--- src/rtl/voice_allocator.sv ---
`default_nettype none
// ============================================================================
// voice_allocator : four-voice MIDI note allocator with age-ordered stealing
// Revision        : 1.0
// ============================================================================
module voice_allocator #(
    parameter int STEAL_EN   = 1,
    parameter int NUM_VOICES = 4
) (
    input  logic        clk,
    input  logic        rst_n,
    input  logic        ev_valid_i,
    output logic        ev_ready_o,
    input  logic        ev_on_i,
    input  logic [6:0]  ev_note_i,
    input  logic [6:0]  ev_vel_i,
    input  logic        all_off_i,
    output logic [31:0] note_o,
    output logic [3:0]  active_o,
    output logic        stolen_o
);

    localparam logic [1:0] S_IDLE   = 2'd0;
    localparam logic [1:0] S_SEARCH = 2'd1;
    localparam logic [1:0] S_COMMIT = 2'd2;

    logic [1:0]                  state_q, state_d;
    logic                        live_q;
    logic                        ev_on_q;
    logic [6:0]                  ev_note_q;
    logic [6:0]                  ev_vel_q;
    logic                        match_vld_q, match_vld_d;
    logic [1:0]                  match_idx_q, match_idx_d;
    logic                        free_vld_q, free_vld_d;
    logic [1:0]                  free_idx_q, free_idx_d;
    logic [1:0]                  oldest_idx_q, oldest_idx_d;
    logic [NUM_VOICES-1:0][6:0]  note_q, note_d;
    logic [NUM_VOICES-1:0]       active_q, active_d;
    logic [NUM_VOICES-1:0][1:0]  age_q, age_d;

    logic                        best_vld;
    logic [1:0]                  best_age;
    logic                        on_eff;
    logic                        tgt_vld;
    logic                        bump_all;
    logic                        steal;
    logic [1:0]                  tgt;
    logic [1:0]                  old_age;

    // ready is held low until the first edge after reset release
    assign ev_ready_o = live_q & (state_q == S_IDLE) & ~all_off_i;
    assign active_o   = active_q;
    assign stolen_o   = steal & ~all_off_i;

    always_comb begin
        note_o = '0;
        for (int i = 0; i < NUM_VOICES; i++) begin
            note_o[8*i +: 8] = active_q[i] ? {1'b0, note_q[i]} : 8'd0;
        end
    end

    always_comb begin
        state_d = state_q;
        case (state_q)
            S_IDLE:   if (ev_valid_i && ev_ready_o) state_d = S_SEARCH;
            S_SEARCH: state_d = S_COMMIT;
            default:  state_d = S_IDLE;
        endcase
        if (all_off_i) state_d = S_IDLE;
    end

    // Downward scans let the lowest index win; the oldest scan uses strict >
    always_comb begin
        match_vld_d  = 1'b0;
        match_idx_d  = 2'd0;
        free_vld_d   = 1'b0;
        free_idx_d   = 2'd0;
        best_vld     = 1'b0;
        best_age     = 2'd0;
        oldest_idx_d = 2'd0;
        for (int i = NUM_VOICES - 1; i >= 0; i--) begin
            if (active_q[i] && (note_q[i] == ev_note_q)) begin
                match_vld_d = 1'b1;
                match_idx_d = 2'(i);
            end
            if (!active_q[i]) begin
                free_vld_d = 1'b1;
                free_idx_d = 2'(i);
            end
        end
        for (int i = 0; i < NUM_VOICES; i++) begin
            if (active_q[i] && (!best_vld || (age_q[i] > best_age))) begin
                best_vld     = 1'b1;
                best_age     = age_q[i];
                oldest_idx_d = 2'(i);
            end
        end
    end

    always_comb begin
        note_d   = note_q;
        active_d = active_q;
        age_d    = age_q;
        on_eff   = ev_on_q & (|ev_vel_q);
        tgt_vld  = 1'b0;
        bump_all = 1'b0;
        steal    = 1'b0;
        tgt      = 2'd0;
        old_age  = 2'd0;
        if (state_q == S_COMMIT) begin
            if (on_eff) begin
                if (ev_note_q != 7'd0) begin
                    if (match_vld_q) begin
                        tgt_vld = 1'b1;
                        tgt     = match_idx_q;
                    end else if (free_vld_q) begin
                        tgt_vld  = 1'b1;
                        tgt      = free_idx_q;
                        bump_all = 1'b1;
                    end else if (STEAL_EN != 0) begin
                        tgt_vld = 1'b1;
                        tgt     = oldest_idx_q;
                        steal   = 1'b1;
                    end
                end
                if (tgt_vld) begin
                    old_age = age_q[tgt];
                    for (int i = 0; i < NUM_VOICES; i++) begin
                        if ((2'(i) != tgt) && active_q[i] && (bump_all || (age_q[i] < old_age))) begin
                            age_d[i] = age_q[i] + 2'd1;
                        end
                    end
                    note_d[tgt]   = ev_note_q;
                    active_d[tgt] = 1'b1;
                    age_d[tgt]    = 2'd0;
                end
            end else if (match_vld_q) begin
                old_age = age_q[match_idx_q];
                for (int i = 0; i < NUM_VOICES; i++) begin
                    if (active_q[i] && (age_q[i] > old_age)) begin
                        age_d[i] = age_q[i] - 2'd1;
                    end
                end
                note_d[match_idx_q]   = 7'd0;
                active_d[match_idx_q] = 1'b0;
                age_d[match_idx_q]    = 2'd0;
            end
        end
    end

    always_ff @(posedge clk or negedge rst_n) begin
        if (!rst_n) begin
            state_q      <= S_IDLE;
            live_q       <= 1'b0;
            ev_on_q      <= 1'b0;
            ev_note_q    <= 7'd0;
            ev_vel_q     <= 7'd0;
            match_vld_q  <= 1'b0;
            match_idx_q  <= 2'd0;
            free_vld_q   <= 1'b0;
            free_idx_q   <= 2'd0;
            oldest_idx_q <= 2'd0;
            note_q       <= '0;
            active_q     <= '0;
            age_q        <= '0;
        end else begin
            live_q  <= 1'b1;
            state_q <= state_d;
            if (all_off_i) begin
                note_q   <= '0;
                active_q <= '0;
                age_q    <= '0;
            end else begin
                note_q   <= note_d;
                active_q <= active_d;
                age_q    <= age_d;
                if ((state_q == S_IDLE) && ev_valid_i && ev_ready_o) begin
                    ev_on_q   <= ev_on_i;
                    ev_note_q <= ev_note_i;
                    ev_vel_q  <= ev_vel_i;
                end
                if (state_q == S_SEARCH) begin
                    match_vld_q  <= match_vld_d;
                    match_idx_q  <= match_idx_d;
                    free_vld_q   <= free_vld_d;
                    free_idx_q   <= free_idx_d;
                    oldest_idx_q <= oldest_idx_d;
                end
            end
        end
    end

endmodule
`default_nettype wire

--- config.mk ---
export PLATFORM = sky130hd
export DESIGN_NAME = voice_allocator
export DESIGN_NICKNAME = d
export VERILOG_FILES = /design/src/rtl/voice_allocator.sv
export SDC_FILE = /design/constraint.sdc
export NUM_CORES = 1
export LEC_CHECK = 0
export ABC_AREA = 1
export ABC_CLOCK_PERIOD_IN_PS = 10300
export BUFFER_PORTS_ARGS = -buffer_cell sky130_fd_sc_hd__buf_2
export CORE_ASPECT_RATIO = 2
export CORE_MARGIN = 5
export CORE_UTILIZATION = 64
export DETAILED_ROUTE_END_ITERATION = 8
export HOLD_SLACK_MARGIN = 0.15
export PLACE_DENSITY = 0.93
export SKIP_CTS_REPAIR_TIMING = 1
export SLEW_MARGIN = 20
export SYNTH_ARGS = -nofsm -noshare
export SYNTH_HDL_FRONTEND = slang
export SYNTH_SLANG_ARGS = --single-unit
--- constraint.sdc ---
create_clock -name clk -period 10.3 [get_ports clk]
set_input_delay 1.545 -clock clk [delete_from_list [all_inputs] [get_ports clk]]
set_output_delay 1.545 -clock clk [all_outputs]
set_load 0.01 [all_outputs]
==> impl_metrics.json <==
{
  "crit_slowest_cell": "inv_2",
  "synth_edf_count": 0,
  "dp_hpwl_um": 9941,
  "start_util_pct": 65.36,
  "multi_input_area_sq_um": 2557,
  "max_slew_margin_pct": 41.63,
  "hold_viol": 0,
  "viasPerCell": 6.236,
  "cts_buffers": 9,
  "synthCells": 672,
  "ant_nets": 0,
  "fmax_mhz": 235.5,
  "grt_pass1_vias": 4956,
  "p_clk_share_pct": 30.2,
  "antenna_found_initial": 0,
  "cts_max_level": 3,
  "rsz0062_at_grt": "false",
  "route.detailed.wl_per_inst_um": 17.97,
  "final_common_cell": "nand2_1",
  "ys_warn_count": 0,
  "synth_area_sq_um": 4750,
  "yosysSeqAreaShare_pct": 34.77,
  "cts_buffer_depth": 2,
  "power_density_nw_per_um2": 216.9,
  "fin_crit_ns": 4.246,
  "worst_setup_path_start_kind": "register",
  "grt_overflow_total": 0,
  "final.setup.worst_slack_ns": 6.054,
  "finalMaxSlewViolations": 0,
  "critical_path.max_stage_delay_ns": 0.78,
  "gp_congestion": 0.9784,
  "layout_common_cells": "nand2_1 (171), inv_1 (85), dfrtp_1 (66), o21ai_0 (55), buf_2 (52)",
  "finalSetupTns_ns": 0,
  "tightestPinTransition_ns": 0.8756,
  "drive_above_1_share_pct": 14.65,
  "n_antenna_cell": 0,
  "finalSetupViolations": 0,
  "placement.io_buffers": 52,
  "n_fill_cell": 642,
  "regArea_sq_um": 1652,
  "crit_chain": "nor3_1, nand3_1, nand2_1, inv_2, nand3_1, nor3_1, buf_2",
  "root_buffer": "clkbuf_16",
  "routed-via-count": 5001,
  "synth_top_cell_area_share_pct": 34.77,
  "ys_seq_elements": 66,
  "placeableCoreArea_sq_um": 7267,
  "synth_top_cell_by_area": "dfrtp_1",
  "final_nets": 742,
  "p_sw_mw": 0.4794,
  "rows": 44,
  "power_frac_comb_pct": 36.8,
  "cp.required_ns": 8.76,
  "clk_latency_ns": 0.34,
  "max-cap-violations": 0,
  "fin_skew_ns": 0.006621,
  "crit_arrival_ns": 2.70,
  "crit_fanout": 44,
  "hold_class": "reg -> reg",
  "switching_share_pct": 41.80,
  "power.internal_mw": 0.6674,
  "synth_top_flop_cell": "dfrtp_1",
  "clk_pin_slew_ns": 0.05,
  "die_w_um": 70.92,
  "routed_wl_um": 14420,
  "place_ws_ns": 6.501,
  "finalCritPeriodShare_pct": 41.22,
  "grt_max_degree": 67,
  "grt_pass1_wl_um": 23600,
  "critPathKind": "reg -> out",
  "tritoncts": "built",
  "clock-sinks": 66,
  "drt_pre_antenna_iters": 8,
  "syn_area_per_cell_sq_um": 7.068,
  "leakage_nw": 2.796,
  "io_pins": 57,
  "drc": 0,
  "p_seq_share_pct": 33.1,
  "synth_cell_type_count": 47,
  "die_area_sq_um": 9349,
  "areaGrowthSynthToFinish_pct": 11.33,
  "ir_drop_uv": 169.1,
  "dr.first_iter.drc_count": 548,
  "synth-async-reset-ratio_pct": 100.0,
  "grtUsageTotal_pct": 31.52,
  "yosys-top-cells-area": "dfrtp_1 (35%), nand2_1 (14%), inv_1 (6.7%)",
  "end_kind": "output port",
  "die_y_um": 131.8,
  "outcome": "finished, final reports clean"
}
==> per-stage QoR <==
step / instance area, sq um / power (mW) / util (%) / hold WS (ns) / std cells
finish: 5288 / 1.147 / 72.76 / 0.4844 / 802
CTS: 5288 / 1.131 / 72.76 / 0.4823 / 802
floorplan: 4761 / 0.6798 / - / 0.4492 / 675
global route: 5288 / 1.215 / 72.76 / 0.5206 / 802
detailed placement: 4950 / 0.7832 / 68.11 / 0.4680 / 786
global placement: 4950 / 0.7657 / 68.11 / 0.4651 / 786
==> power by group through the flow <==
| stage | Clock [mW] | Sequential [mW] | Combinational [mW] |
|---|---|---|---|
| after floorplan | 0 | 0.346 | 0.334 |
| after global placement | 0 | 0.377 | 0.389 |
| after detailed placement | 0 | 0.379 | 0.404 |
| after CTS | 0.344 | 0.375 | 0.412 |
| after global routing | 0.359 | 0.386 | 0.470 |
| final | 0.346 | 0.379 | 0.421 |
==> Yosys cell counts (all sizes together) (4+ instances only) <==
| cell type | count |
|---|---|
| xor2 | 12 |
| nand2 | 178 |
| a21oi | 44 |
| o21ai | 76 |
| o22ai | 9 |
| o41ai | 6 |
| dfrtp | 66 |
| clkbuf | 17 |
| inv | 93 |
| nand3b | 6 |
| nor4 | 4 |
| o211ai | 12 |
| nor3 | 9 |
| buf | 17 |
| nand3 | 36 |
| nor2 | 41 |
| nand4 | 8 |
| a211oi | 4 |
| ha | 18 |
==> flip-flops by register name (all words and copies together), names as in the netlist <==
name          flops
note_q           28
match_vld_q       1
age_q             8
ev_note_q         7
ev_on_q           1
oldest_idx_q      2
free_idx_q        2
match_idx_q       2
state_q           2
live_q            1
free_vld_q        1
ev_vel_q          7
active_o          4
==> routing by layer <==
layer / up-vias / wire length (um) / track usage, %
li1: 2280 / - / -
met4: 0 / 956 / 24.16
met5: - / 0 / 0
met1: 2319 / 4902 / 33.66
met2: 313 / 7508 / 53.83
met3: 89 / 1048 / 4.962
==> kinds of logic after synthesis <==
kind of cell	after synthesis	share of synthesized area [%]
adders and majority gates	18	4.742
buffers and inverters	128	11.62
and+or+nand+nor	284	26.16
AOI/OAI and AO/OA	161	20.15
other	2	0.1581
DFF	66	34.77
xor gates and xnor gates	13	2.397
==> cell type report <==
type | instances | share of cell area [%]
clock buffers | 11 | 4.780
clock inverters | 5 | 1.609
inverters | 94 | 6.768
multi-input cells | 481 | 48.37
flip-flops and latches | 66 | 31.24
well taps | 92 | 2.177
repair buffers | 53 | 5.064
==> worst max-delay path, delay by kind of cell (launching register included) <==
| family | cells | cell delay [ns] |
|---|---|---|
| flip-flops | 1 | 0.36 |
| buffers and inverters | 2 | 0.96 |
| AND/OR/NAND/NOR | 5 | 1.02 |
==> worst paths after layout <==
| kind | from | slack [ns] | to | cells after the start |
|---|---|---|---|---|
| worst min register to register | ev_vel_q[2] | 0.48 | ev_vel_q[2] | 2 |
| max in group asynchronous | rst_n | 8.31 | age_q[6] | 2 |
| worst min-delay path | ev_vel_q[2] | 0.48 | ev_vel_q[2] | 2 |
| worst max-delay path | ev_vel_q[6] | 6.05 | stolen_o | 7 |
| worst max register to register | active_o[0] | 6.56 | oldest_idx_q[0] | 23 |
| min in group asynchronous | rst_n | 1.39 | ev_vel_q[0] | 2 |
Power figures use the tool's default switching activity.
